--- src/rtl/sipo_frame_rx.sv ---
`default_nettype none
// ============================================================================
//  Module      : sipo_frame_rx
//  Description : Serial-in, parallel-out frame receiver. Frames are a start
//                bit (1) followed by DATA_W data bits, MSB first, sampled on
//                bit_en strobes. Each recovered word is held in a one-word
//                output register with a valid/ready handshake so the next
//                frame can shift in while the current word waits.
//                Optional macro SIPO_FRAME_RX_PARITY_EN adds a trailing
//                even-parity bit and drives parity_err.
//  Revision    : 1.0 - initial release
// ============================================================================
module sipo_frame_rx #(
    parameter int DATA_W = 4
) (
    input  logic              clk,
    input  logic              reset,
    input  logic              sdi,
    input  logic              bit_en,
    output logic [DATA_W-1:0] dout,
    output logic              dout_valid,
    input  logic              dout_ready,
    output logic              busy,
    output logic              overrun,
    output logic              parity_err
);

    localparam int              CNT_W    = $clog2(DATA_W);
    localparam logic [CNT_W-1:0] CNT_LAST = CNT_W'(DATA_W - 1);

`ifdef SIPO_FRAME_RX_PARITY_EN
    typedef enum logic [1:0] {
        IDLE = 2'd0,
        DATA = 2'd1,
        PAR  = 2'd2
    } state_t;
`else
    typedef enum logic [1:0] {
        IDLE = 2'd0,
        DATA = 2'd1
    } state_t;
`endif

    state_t              state_q, state_d;
    logic [CNT_W-1:0]    cnt_q, cnt_d;
    logic [DATA_W-1:0]   shift_q, shift_d;
    logic [DATA_W-1:0]   dout_q, dout_d;
    logic                dout_valid_q, dout_valid_d;
    logic                overrun_q, overrun_d;

    // Frame assembly result, valid only while frame_done is high
    logic                frame_done;
    logic [DATA_W-1:0]   frame_word;

`ifdef SIPO_FRAME_RX_PARITY_EN
    logic                frame_perr;
    logic                parity_err_q, parity_err_d;
`endif

    // Next-state, shift and bit-counter logic for the frame FSM
    always_comb begin
        state_d    = state_q;
        cnt_d      = cnt_q;
        shift_d    = shift_q;
        frame_done = 1'b0;
        frame_word = shift_q;
`ifdef SIPO_FRAME_RX_PARITY_EN
        frame_perr = 1'b0;
`endif
        case (state_q)
            IDLE: begin
                if (bit_en && sdi) begin
                    state_d = DATA;
                    cnt_d   = '0;
                end
            end
            DATA: begin
                if (bit_en) begin
                    shift_d = {shift_q[DATA_W-2:0], sdi};
                    cnt_d   = cnt_q + CNT_W'(1);
                    if (cnt_q == CNT_LAST) begin
                        cnt_d = '0;
`ifdef SIPO_FRAME_RX_PARITY_EN
                        state_d = PAR;
`else
                        state_d    = IDLE;
                        frame_done = 1'b1;
                        frame_word = {shift_q[DATA_W-2:0], sdi};
`endif
                    end
                end
            end
`ifdef SIPO_FRAME_RX_PARITY_EN
            PAR: begin
                if (bit_en) begin
                    state_d    = IDLE;
                    frame_done = 1'b1;
                    frame_word = shift_q;
                    frame_perr = (^shift_q) ^ sdi;
                end
            end
`endif
            default: state_d = IDLE;
        endcase
    end

    // Holding register: load on completion unless a full, unconsumed word blocks it
    always_comb begin
        dout_d       = dout_q;
        dout_valid_d = dout_valid_q;
        overrun_d    = 1'b0;
`ifdef SIPO_FRAME_RX_PARITY_EN
        parity_err_d = parity_err_q;
`endif
        if (frame_done) begin
            if (!dout_valid_q || dout_ready) begin
                dout_d       = frame_word;
                dout_valid_d = 1'b1;
`ifdef SIPO_FRAME_RX_PARITY_EN
                parity_err_d = frame_perr;
`endif
            end else begin
                overrun_d = 1'b1;
            end
        end else if (dout_valid_q && dout_ready) begin
            dout_valid_d = 1'b0;
        end
    end

    // State, datapath and holding registers
    always_ff @(posedge clk or posedge reset) begin
        if (reset) begin
            state_q      <= IDLE;
            cnt_q        <= '0;
            shift_q      <= '0;
            dout_q       <= '0;
            dout_valid_q <= 1'b0;
            overrun_q    <= 1'b0;
        end else begin
            state_q      <= state_d;
            cnt_q        <= cnt_d;
            shift_q      <= shift_d;
            dout_q       <= dout_d;
            dout_valid_q <= dout_valid_d;
            overrun_q    <= overrun_d;
        end
    end

`ifdef SIPO_FRAME_RX_PARITY_EN
    // Parity flag travels with the held word
    always_ff @(posedge clk or posedge reset) begin
        if (reset) begin
            parity_err_q <= 1'b0;
        end else begin
            parity_err_q <= parity_err_d;
        end
    end
    assign parity_err = parity_err_q;
`else
    assign parity_err = 1'b0;
`endif

    assign dout       = dout_q;
    assign dout_valid = dout_valid_q;
    assign overrun    = overrun_q;
    assign busy       = (state_q != IDLE);

endmodule
`default_nettype wire
--- config.mk ---
export PLATFORM = sky130hd
export DESIGN_NAME = sipo_frame_rx
export DESIGN_NICKNAME = d
export VERILOG_FILES = /design/src/rtl/sipo_frame_rx.sv
export SDC_FILE = /design/constraint.sdc
export NUM_CORES = 1
export LEC_CHECK = 0
export BUFFER_PORTS_ARGS = -buffer_cell sky130_fd_sc_hd__buf_4
export CELL_PAD_IN_SITES_DETAIL_PLACEMENT = 1
export CELL_PAD_IN_SITES_GLOBAL_PLACEMENT = 2
export CORE_ASPECT_RATIO = 0.8
export CORE_MARGIN = 3
export CORE_UTILIZATION = 29
export DETAILED_ROUTE_END_ITERATION = 7
export GPL_ROUTABILITY_DRIVEN = 0
export PLACE_DENSITY_LB_ADDON = 0.1
export REMOVE_ABC_BUFFERS = 1
export SYNTH_ARGS = -nofsm -noshare
export SYNTH_HDL_FRONTEND = slang
export SYNTH_SLANG_ARGS = --single-unit
--- constraint.sdc ---
create_clock -name clk -period 1.35 [get_ports clk]
set_clock_uncertainty 0.05 [all_clocks]
set_input_delay 0.2025 -clock clk [delete_from_list [all_inputs] [get_ports clk]]
set_output_delay 0.2025 -clock clk [all_outputs]
set_load 0.01 [all_outputs]
==> Word level (Yosys, flattened, before mapping) <==
Index checks and enable logic that the tools add are counted.
{ "word_totals": {"ff_bits": 14, "output_inout_bits": 8} }
{ "classes": {"add_sub_neg": 1, "n_eq_ne": 6, "muxes": 19, "reduce_logical": 13} }
{ "op_table": {"columns": ["cell", "n"], "rows": [
  ["2-to-1 mux 2 bit", 6],
  ["2-to-1 mux 4 bit", 3],
  ["2-to-1 mux 1 bit", 8],
  ["case mux 2 bit (2 select lines)", 2],
  ["!= test 2 bit (second input constant)", 3],
  ["AND reduction 2 bit", 3],
  ["AND reduction 3 bit", 2],
  ["nonzero test 2 bit", 3],
  ["adder 2 x 1 -> 2 bit (second input constant)", 1],
  ["== test 2 x 1 -> 1 bit (second input constant)", 1],
  ["== test 2 bit (second input constant)", 1],
  ["logical AND 1 bit", 2],
  ["logical NOT 2 bit", 1],
  ["!= test 2 x 1 -> 1 bit (second input constant)", 1],
  ["logical NOT 1 bit", 1],
  ["logical OR 1 bit", 1]
]} }

==> Logic depth before layout (Yosys ltp) <==
Gate-level depths: netlist (run 1).
{ "depth": {"ltp_word": 6, "depth_mapped": 4, "mapped_depth_nobuf": 4} }

==> Worst setup path after synthesis (run 1) <==
OpenSTA, ideal clock, no wires.
{ "synth_timing": {"kind": "flip-flop to flip-flop", "start": "register cnt_q[0]", "end": "register dout_q[2] (netlist: dout[2])", "setup_time_ns": 0.125, "arrival_ns": 1.158, "required_ns": 1.175, "slack_ns": 0.017, "path_stages_with_launch": 4, "n_path_buf": 0, "period_less_slack_ns": 1.333, "path_cell_list": "dfrtp_1 -> ha_1 -> mux2_2 -> mux2_2"} }
{ "synth_via": {"elab_chain_len": 5} }
{ "synth_rtl": {"columns": ["item", "line_no", "source"], "rows": [
  ["from (decl)", "45", "logic [CNT_W-1:0] cnt_q, cnt_d;"],
  ["from (signal assigned)", "141", "cnt_q <= cnt_d;"],
  ["== test 2 bit (*)", "81", "if (cnt_q == CNT_LAST) begin"],
  ["2-to-1 mux 1 bit", "81", null],
  ["2-to-1 mux 1 bit", "78", "if (bit_en) begin"],
  ["2-to-1 mux 1 bit", "70", "case (state_q)"],
  ["AND reduction 2 bit (no line)", null, null],
  ["to (signal assigned)", "143", "dout_q <= dout_d;"],
  ["to (decl)", "47", "logic [DATA_W-1:0] dout_q, dout_d;"]
]} }
Mark *: on every way between the ends. The rest lies on a longest branch, timed or not.
A chain may end at the register's enable or synchronous reset.

==> Final worst setup path (run 1) <==
{ "layout_timing": {"start": "register cnt_q[0]", "end": "register dout_q[3] (netlist: dout[3])"} }
Same word-level chain as after synthesis.

==> summary.txt, run 1 <==
Outcome
  – Status: finished, violations left
  – Failing checks: negative setup slack

Logic synthesis
  – Cell taking the most area after synthesis: dfrtp_1
  – Mapped Area: 556.8 sq um
  – Synth top area share: 58.43%
  – Area contributors post-synth: dfrtp_1, mux2_2, ha_1, nor2b_4, nand2_1
  – Mean Syn Cell Area: 13.92 sq um
  – Register bit total from synthesis: 13
  – Ys Warns: 0
  – Post-synth cell types: 16
  – Seq/Total Area, Yosys: 58.43%
  – Syn Inst Count: 40

Timing
  – Fin crit share: 103.4%
  – Final Hold Viols: 0
  – Setup Total Neg Slack: -133.8 ps
  – Max-slew headroom: 65.97%
  – Setup violators final: 4
  – RSZ-0062 raised after global routing: yes
  – Worst Tran Pin Value: 509.9 ps
  – Hold WS: 111.4 ps
  – Final max-slew violation count: 0
  – Final WS setup: -45.75 ps
  – Peak Freq: 716.5 MHz
  – Final Critical Period: 1396 ps

Global routing
  – First-pass GRT wire length: 1607 microns
  – Overflow after GRT: 0
  – Pin count of the biggest net entering global routing: 14
  – Initial antenna violation count: 0
  – Vias in the first global route: 367
  – Gr usage total: 9.795%

Pwr
  – Total Power: 0.001498 W
  – Sequential power share: 45.2%
  – Psw: 0.0004666 W
  – Comb power frac: 39.0%
  – Lkg Pwr: 0.3427 nW
  – Power Density: 2078 nW/um^2
  – Peak supply drop: 0.7886 mV
  – Switching share of power: 31.15%
  – Clock Power Share: 15.8%
  – Internal power: 0.001031 W

Setup path
  – CP max FO: 3
  – Worst-path cell chain: ha_2, mux2_2, mux2_2
  – WP data arrival: 1500 ps
  – R2R setup slack: -50 ps
  – CP Buf/Inv Count: 0
  – Critical path class: flip-flop to flip-flop
  – Worst path max stage delay: 390 ps
  – Crit. End Element: flip-flop
  – Worst endpoint required time: 1460 ps
  – CP most frequent cell: mux2_2
  – Startpoint Class: flip-flop
  – Slowest-stage cell, CP: dfrtp_1
  – Critical path's top delay family: multiplexers

Finish
  – ANT cells: 0
  – Total Nets Final: 66
  – Fin area: 720.7 sq um
  – Area grow syn2layout: 29.44%
  – Share of post-route cells with drive strength above 1: 51.72%

Place
  – Hpwl dp: 833 microns
  – Port Buffers: 11
  – Placed inst area: 674.4 sq um

Route
  – Routed WL per cell: 13.20 microns
  – Initial drt markers: 0
  – DR vias/cell: 4.538
  – Post-detailed-routing wire length: 1056 microns
  – Total DRC errors in the routed layout: 0
  – Antenna-violating nets left: 0
  – Via count: 363
  – First-pass detailed-route iteration total: 1

Clock tree
  – Clock Tree Buf Depth: 2
  – Root Buffer: clkbuf_4
  – Worst skew pair latency: 270 ps
  – Reg clk slew, reported paths: 80 ps
  – Clk sinks: 13
  – TritonCTS clock tree: built
  – H-tree depth: 1
  – CTS buffer count: 3

Floorplanning
  – DIE WIDTH: 54.99 microns
  – Initial Util: 32.29%
  – Core footprint: 1724 sq um
  – Cell row count: 13
  – Die height: 45.19 microns
  – Ports: 13
  – Die ar.: 2485 sq um

Job
  – Number of max-cap violations: 0

Min path
  – Min-delay worst type: primary input to flip-flop
-- state kept, by name (all words and copies together), names as in the netlist --
register    flops
cnt_q           2
state_q         1
dout            4
dout_valid      1
shift_q         4
overrun         1
-- area by class of cell --
| class | count | area, sq um |
|---|---|---|
| clock buffer | 4 | 26.28 |
| fill | 201 | 1003 |
| timing repair buffer | 15 | 115.1 |
| sequential | 13 | 325.3 |
| multi-input combinational | 25 | 222.7 |
| tap | 22 | 27.53 |
| inverter | 1 | 3.754 |
-- worst register-to-register path, cell delays in order (launching register included) --
cell	delay [ps]
dfrtp_1	390
ha_2	230
mux2_2	350
mux2_2	260
-- metal layers --
layer,vias to the layer above,track usage [%],share of wire [%]
li1,177,-,-
met5,-,0,0
met2,8,15.80,50
met1,176,10.72,43
met3,2,3.960,4.5
met4,0,5.825,2.2
-- placed cells by master, fill, tap and decap left out, types with 3 or more instances in the layout --
| cell | instances |
|---|---|
| clkbuf_4 | 3 |
| mux2_2 | 10 |
| nand2_1 | 3 |
| dfrtp_1 | 13 |
| buf_4 | 14 |
-- repair_timing --
item / in CTS / in global routing
endpoints found under the hold margin: 13 / 0
buffers inserted: 1 / 0
hold buffers: 1 / 0
endpoints found under the setup margin: 4 / 4
pin swaps: 1 / 0
resized for setup: 1 / 0
-- through the flow --
stage	utilization [%]	instances	worst slack (ps)
after floorplan	-	39	17.17
after global placement	39.11	74	-25.51
after detailed placement	39.11	74	-76.86
after CTS	41.80	80	-61.76
after global routing	41.80	80	-106.3
final	41.80	80	-45.75
-- path summary, 6_finish.rpt --
| path | start | cells past startpoint | end |
|---|---|---|---|
| hold / removal | bit_en | 2 | state_q[0]$_DFFE_PP0P_ |
| setup reg to reg | cnt_q[0]$_DFFE_PP0P_ | 3 | dout[3]$_DFFE_PP0P_ |
| min in group asynchronous | reset | 3 | cnt_q[0]$_DFFE_PP0P_ |
| max in group asynchronous | reset | 3 | dout[0]$_DFFE_PP0P_ |
| setup / recovery | cnt_q[0]$_DFFE_PP0P_ | 3 | dout[3]$_DFFE_PP0P_ |
| hold reg to reg | shift_q[3]$_DFFE_PP0P_ | 1 | shift_q[3]$_DFFE_PP0P_ |
-- cell usage after synthesis --
library cell,number
dfrtp_1,13
mux2_2,10
nand2_1,3
ha_1,2
a21oi_1,1
a31oi_1,1
a32o_1,1
buf_4,1
conb_1,1
inv_1,1
nand2b_1,1
nand3_2,1
nor2_1,1
nor2b_4,1
o21ai_0,1
o31ai_1,1
-- cell families after synthesis --
family,Yosys count,share of synthesized area (%)
flops,13,58.43
mux,10,20.23
simple gates,7,8.089
compound gates,5,6.067
buf+inv,2,2.022
fa+ha+maj,2,4.494
other cells,1,0.6735
-- power by group through the flow --
stage	registers (W)	clock network (W)	logic, W
finish	0.000677	0.000237	0.000583
global placement	0.000676	0	0.000558
floorplan	0.000707	0	0.000301
global route	0.000700	0.000266	0.000633
detailed placement	0.000689	0	0.000587
CTS	0.000682	0.000249	0.000599
Power figures use the tool's default switching activity.
==> run 2: changes to the inputs <==
Settings changed: CORE_UTILIZATION 29 to 33.
Clock period 1.35 ns to 1.5 ns, I/O delays scaled along.
==> summary.txt, run 2 (synthesized netlist as in run 1, its figures left out) <==
Place
  – Placed inst area: 658.1 sq um (-2.4%)
  – Hpwl dp: 806.5 microns (-3.2%)
  – Port Buffers: 11 (unchanged)

Setup path
  – CP max FO: 4 (+1)
  – R2R setup slack: 60 ps (+110 ps)
  – Cells on worst reg2reg path: 3 (unchanged)
  – Crit. End Element: flip-flop
  – Worst path max stage delay: 410 ps (+20 ps)
  – Critical path class: flip-flop to flip-flop
  – WP data arrival: 1550 ps (+50 ps)
  – Slowest-stage cell, CP: dfrtp_1
  – Worst setup path endpoint: dout[3]$_DFFE_PP0P_
  – CP most frequent cell: mux2_2
  – Reg2reg end: dout[3]$_DFFE_PP0P_
  – Worst endpoint required time: 1610 ps (+150 ps)
  – R2R Path Start: cnt_q[0]$_DFFE_PP0P_
  – Worst-path cell chain: ha_1, mux2_2, mux2_2
  – Startpoint Class: flip-flop
  – Crit. Startpoint: cnt_q[0]$_DFFE_PP0P_

Pwr
  – Comb power frac: 36.6% (-2.4 points)
  – Internal power: 0.0008927 W (-13%)
  – Switching share of power: 32.39% (+1.2 points)
  – Peak supply drop: 0.7332 mV (-7.0%)
  – Lkg Pwr: 0.3329 nW (-2.9%)
  – Clock Power Share: 16.3% (+0.5 points)
  – Psw: 0.0004276 W (-8.4%)
  – Power Density: 1898 nW/um^2 (-8.7%)
  – Sequential power share: 47.1% (+1.9 points)

Floorplanning
  – Die ar.: 2219 sq um (-11%)
  – Ports: 13 (unchanged)
  – Die height: 42.74 microns (-5.4%)
  – Cell row count: 12 (-1)
  – DIE WIDTH: 51.93 microns (-5.6%)
  – Initial Util: 37.46% (+5.2 points)
  – Core footprint: 1486 sq um (-14%)

Clock tree
  – Root Buffer: clkbuf_4
  – TritonCTS clock tree: built
  – Clock Tree Buf Depth: 2 (unchanged)
  – PostCTS Resize Cnt: 0 (-1)
  – Worst skew pair latency: 270 ps (about the same)
  – Clk sinks: 13 (unchanged)
  – Reg clk slew, reported paths: 80 ps (about the same)
  – CTS buffer count: 3 (unchanged)
  – H-tree depth: 1 (unchanged)

Finish
  – Commonest non-fill, non-tap cells in the layout: dfrtp_1, buf_4, mux2_2, nand2_1, clkbuf_4
  – Share of post-route cells with drive strength above 1: 49.09% (-2.6 points)
  – Commonest non-fill, non-tap cell in the layout: dfrtp_1
  – ANT cells: 0 (unchanged)
  – Total Nets Final: 63 (-4.5%)
  – Fill cells: 152 (-24%)
  – Area grow syn2layout: 24.94%
  – Fin area: 695.7 sq um (-3.5%)

Global routing
  – Gr usage total: 11.54% (+1.7 points)
  – Overflow after GRT: 0 (unchanged)
  – Vias in the first global route: 375 (+2.2%)
  – Pin count of the biggest net entering global routing: 14 (unchanged)
  – Initial antenna violation count: 0 (unchanged)
  – First-pass GRT wire length: 1759 microns (+9.5%)

Timing
  – Fin crit share: 95.87% (-7.5 points)
  – Final max-slew violation count: 0 (unchanged)
  – Max-slew headroom: 66.68% (+0.71 points)
  – Setup Total Neg Slack: 0 ps (+133.8 ps)
  – RSZ-0062 raised after global routing: no
  – Final Hold Viols: 0 (unchanged)
  – Worst Tran Pin Value: 499.3 ps (-10.59 ps)
  – Setup violators final: 0 (-4)
  – Final Critical Period: 1438 ps (+42.27 ps)
  – Peak Freq: 695.4 MHz (-2.9%)

Route
  – Routed WL per cell: 13.89 microns (+5.3%)
  – Initial drt markers: 0 (unchanged)
  – DR vias/cell: 4.684 (+3.2%)
  – Via count: 356 (-1.9%)
  – Post-detailed-routing wire length: 1056 microns (unchanged)
  – Total DRC errors in the routed layout: 0 (unchanged)
  – First-pass detailed-route iteration total: 1 (unchanged)
  – Antenna-violating nets left: 0 (unchanged)

Job
  – Number of max-cap violations: 0 (unchanged)

Min path
  – Min-delay worst type: primary input to flip-flop

Outcome
  – Status: complete, no violations
[run 2: changes by cell type in the layout (fill, tap and decap cells not counted)]
| cell | delta |
|---|---|
| buf_4 | -3 |
| clkinv_2 | +1 |
| ha_2 | -1 |
| clkbuf_1 | -1 |
| ha_1 | +1 |
[run 2: per-layer routing]
metal / wire length [microns] / up-vias / GRT usage, % / share of wire (%)
li1: - / 167 / - / -
met1: 446 / 179 / 12.23 / 42
met2: 533 / 8 / 18.55 / 50
met3: 56 / 2 / 4.561 / 5.3
met4: 19 / 0 / 7.853 / 1.8
met5: 0 / - / 0 / 0
[run 2: timing repair]
item | in CTS | in global routing
hold buffers | 1 | 0
setup buffers | 0 | 0
hold endpoints to repair | 13 | 0
[run 2: worst max-delay path: cells and delay by family (launching register included)]
family	cells	cell delay [ps]
flops	1	410
mux	2	620
fa+ha+maj	1	250
[run 2: power by group through the flow]
stage               Clock (W)  Combinational, W  Sequential, W
floorplan                   0          0.000271       0.000636
global placement            0          0.000465       0.000613
detailed placement          0          0.000490       0.000628
CTS                  0.000225          0.000493       0.000625
global route         0.000241          0.000528       0.000653
finish               0.000215          0.000483       0.000623
[run 2: cell type report]
type / instances / area (sq um) / share of cell area (%)
Sequential cell: 13 / 325.3 / 46.76
Multi-Input combinational cell: 25 / 220.2 / 31.65
Timing Repair Buffer: 12 / 92.59 / 13.31
Tap cell: 21 / 26.28 / 3.777
Clock buffer: 3 / 22.52 / 3.237
Clock inverter: 1 / 5.005 / 0.7194
Inverter: 1 / 3.754 / 0.5396
[run 2: worst min-delay path by stage]
| stage | startpoint | endpoint | slack, ps | cells past startpoint |
|---|---|---|---|---|
| after floorplan | reset | cnt_q[0]$_DFFE_PP0P_ | 50 | 1 |
| after global placement | reset | dout_valid$_DFFE_PP0P_ | 210 | 2 |
| after detailed placement | reset | dout_valid$_DFFE_PP0P_ | 240 | 2 |
| after CTS | bit_en | state_q[0]$_DFFE_PP0P_ | 120 | 2 |
| after global routing | bit_en | state_q[0]$_DFFE_PP0P_ | 130 | 2 |
| final | bit_en | state_q[0]$_DFFE_PP0P_ | 130 | 2 |
[run 2: metrics by stage]
stage	setup WS, ps	utilization (%)	total power [W]	std cells	hold slack (ps)
CTS	66.60	46.80	0.001343	76	116.6
finish	61.98	46.80	0.001320	76	128.5
floorplan	167.2	-	0.0009065	39	51.96
detailed placement	73.35	44.28	0.001119	71	236.2
global route	16.48	46.80	0.001423	76	133.6
global placement	113.6	44.28	0.001078	71	214.3
==> run 3: changes to the inputs <==
Settings changed: CORE_UTILIZATION 33 to 29.
Clock period 1.5 ns to 1.3 ns, I/O delays scaled along.
==> summary.txt, run 3 (synthesized netlist as in run 1, its figures left out) <==
Clock tree
  – Clock Tree Buf Depth: 2 (unchanged)
  – Worst skew pair latency: 270 ps (about the same)
  – TritonCTS clock tree: built
  – CTS buffer count: 3 (unchanged)
  – H-tree depth: 1 (unchanged)
  – Reg clk slew, reported paths: 80 ps (about the same)
  – Root Buffer: clkbuf_4
  – Clk sinks: 13 (unchanged)

Floorplanning
  – Ports: 13 (unchanged)
  – Die ar.: 2485 sq um (+12%)
  – Die height: 45.19 microns (+5.7%)
  – DIE WIDTH: 54.99 microns (+5.9%)
  – Initial Util: 32.29% (-5.2 points)
  – Cell row count: 13 (+1)
  – Core footprint: 1724 sq um (+16%)

Outcome
  – Failing checks: negative setup slack
  – Status: finished, violations left

Place
  – Dpl ws: -81.43 ps (-154.8 ps)
  – Port Buffers: 11 (unchanged)

Finish
  – Total Nets Final: 69 (+9.5%)
  – Area grow syn2layout: 33.48%
  – ANT cells: 0 (unchanged)
  – Commonest non-fill, non-tap cells in the layout: buf_4, dfrtp_1, mux2_2, nand2_1, clkbuf_4
  – Share of post-route cells with drive strength above 1: 54.10% (+5.0 points)
  – Commonest non-fill, non-tap cell in the layout: buf_4
  – Fill cells: 203 (+34%)

Global routing
  – Initial antenna violation count: 0 (unchanged)
  – Overflow after GRT: 0 (unchanged)
  – Vias in the first global route: 405 (+8.0%)
  – First-pass GRT wire length: 1759 microns (unchanged)
  – Pin count of the biggest net entering global routing: 14 (unchanged)
  – Gr usage total: 10.92% (-0.62 points)

Pwr
  – Lkg Pwr: 0.3570 nW (+7.3%)
  – Clock Power Share: 15.4% (-0.9 points)
  – Switching share of power: 31.13% (-1.3 points)
  – Internal power: 0.001122 W (+26%)
  – Psw: 0.0005072 W (+19%)
  – Sequential power share: 43.1% (-4.0 points)
  – Comb power frac: 41.4% (+4.8 points)
  – Power Density: 2192 nW/um^2 (+16%)
  – Peak supply drop: 0.9016 mV (+23%)

Timing
  – Worst Tran Pin Value: 504.0 ps (+4.650 ps)
  – Max-slew headroom: 66.37% (-0.31 points)
  – Final Critical Period: 1372 ps (-66.30 ps)
  – Peak Freq: 729.0 MHz (+4.8%)
  – RSZ-0062 raised after global routing: yes
  – Final Hold Viols: 0 (unchanged)
  – Setup violators final: 4 (+4)
  – Setup Total Neg Slack: -273.0 ps (-273.0 ps)
  – Final WS setup: -71.73 ps (-133.7 ps)
  – Final max-slew violation count: 0 (unchanged)
  – Fin crit share: 105.5% (+9.6 points)

Setup path
  – Worst endpoint required time: 1410 ps (-200 ps)
  – Critical path class: flip-flop to flip-flop
  – Worst-path cell chain: ha_1, nand3_2, nor2b_4, mux2_2
  – Worst path max stage delay: 390 ps (-20 ps)
  – Crit. End Element: flip-flop
  – CP max FO: 4 (unchanged)
  – WP data arrival: 1480 ps (-70 ps)
  – Startpoint Class: flip-flop
  – Slowest-stage cell, CP: dfrtp_1

Route
  – Via count: 382 (+7.3%)
  – Antenna-violating nets left: 0 (unchanged)
  – Routed WL per cell: 13.42 microns (-3.4%)
  – Post-detailed-routing wire length: 1114 microns (+5.5%)
  – First-pass detailed-route iteration total: 1 (unchanged)
  – DR vias/cell: 4.602 (-1.7%)
  – Total DRC errors in the routed layout: 0 (unchanged)
  – Initial drt markers: 0 (unchanged)

Min path
  – Min-delay worst type: primary input to flip-flop

Job
  – Number of max-cap violations: 0 (unchanged)
[run 3: changes by cell type in the layout (fill, tap and decap cells not counted)]
cell / change
ha_2: +1
clkbuf_1: +1
ha_1: -1
buf_4: +6
clkinv_2: -1
[run 3: power groups by stage]
stage | Combinational (W) | Clock (W) | Sequential, W
after floorplan | 0.000312 | 0 | 0.000734
after global placement | 0.000609 | 0 | 0.000697
after detailed placement | 0.000642 | 0 | 0.000716
after CTS | 0.000690 | 0.000263 | 0.000704
after global routing | 0.000741 | 0.000279 | 0.000730
final | 0.000675 | 0.000251 | 0.000703
[run 3: final cells by class]
| cell class | count | area (sq um) | area share [%] |
|---|---|---|---|
| repair buffers | 18 | 137.6 | 18.52 |
| flip-flops and latches | 13 | 325.3 | 43.77 |
| well taps | 22 | 27.53 | 3.704 |
| multi-input cells | 25 | 222.7 | 29.97 |
| inverters | 1 | 3.754 | 0.5051 |
| clock buffers | 4 | 26.28 | 3.535 |
[run 3: final timing paths]
check | slack [ps] | startpoint | endpoint | depth (start not counted)
worst min register to register | 460 | shift_q[3]$_DFFE_PP0P_ | shift_q[3]$_DFFE_PP0P_ | 1
worst max register to register | -70 | cnt_q[0]$_DFFE_PP0P_ | dout[3]$_DFFE_PP0P_ | 4
worst max-delay path | -70 | cnt_q[0]$_DFFE_PP0P_ | dout[3]$_DFFE_PP0P_ | 4
max in group asynchronous | 390 | reset | shift_q[3]$_DFFE_PP0P_ | 3
min in group asynchronous | 470 | reset | overrun$_DFF_PP0_ | 3
worst min-delay path | 100 | bit_en | state_q[0]$_DFFE_PP0P_ | 2
[run 3: repair_timing]
item,in CTS,in global routing
hold buffers,1,0
resized for setup,0,1
endpoints found under the hold margin,13,0
endpoints found under the setup margin,4,4
pin swaps,0,0
setup buffers,2,0
[run 3: metrics by stage]
step / instances / cell area [sq um] / hold WS, ps / power (W) / utilization, %
finish: 83 / 743.2 / 98.16 / 0.001629 / 43.11
global route: 83 / 743.2 / 95.39 / 0.001750 / 43.11
CTS: 83 / 740.7 / 91.61 / 0.001656 / 42.96
detailed placement: 76 / 689.4 / 209.2 / 0.001358 / 39.99
global placement: 76 / 689.4 / 185.0 / 0.001307 / 39.99
floorplan: 39 / 549.3 / 21.96 / 0.001046 / -
[run 3: per-layer routing]
layer | part of all wire (%) | global-route usage [%]
met4 | 3.1 | 8.738
met3 | 6.0 | 4.290
met2 | 49 | 16.27
met5 | 0 | 0
met1 | 42 | 12.27
[run 3: critical path, delay by kind of cell, from the launching register on]
family                   cells  cell delay [ps]
adder cells (fa/ha/maj)      1              170
AND/OR/NAND/NOR              2              300
flip-flops                   1              390
multiplexers                 1              350
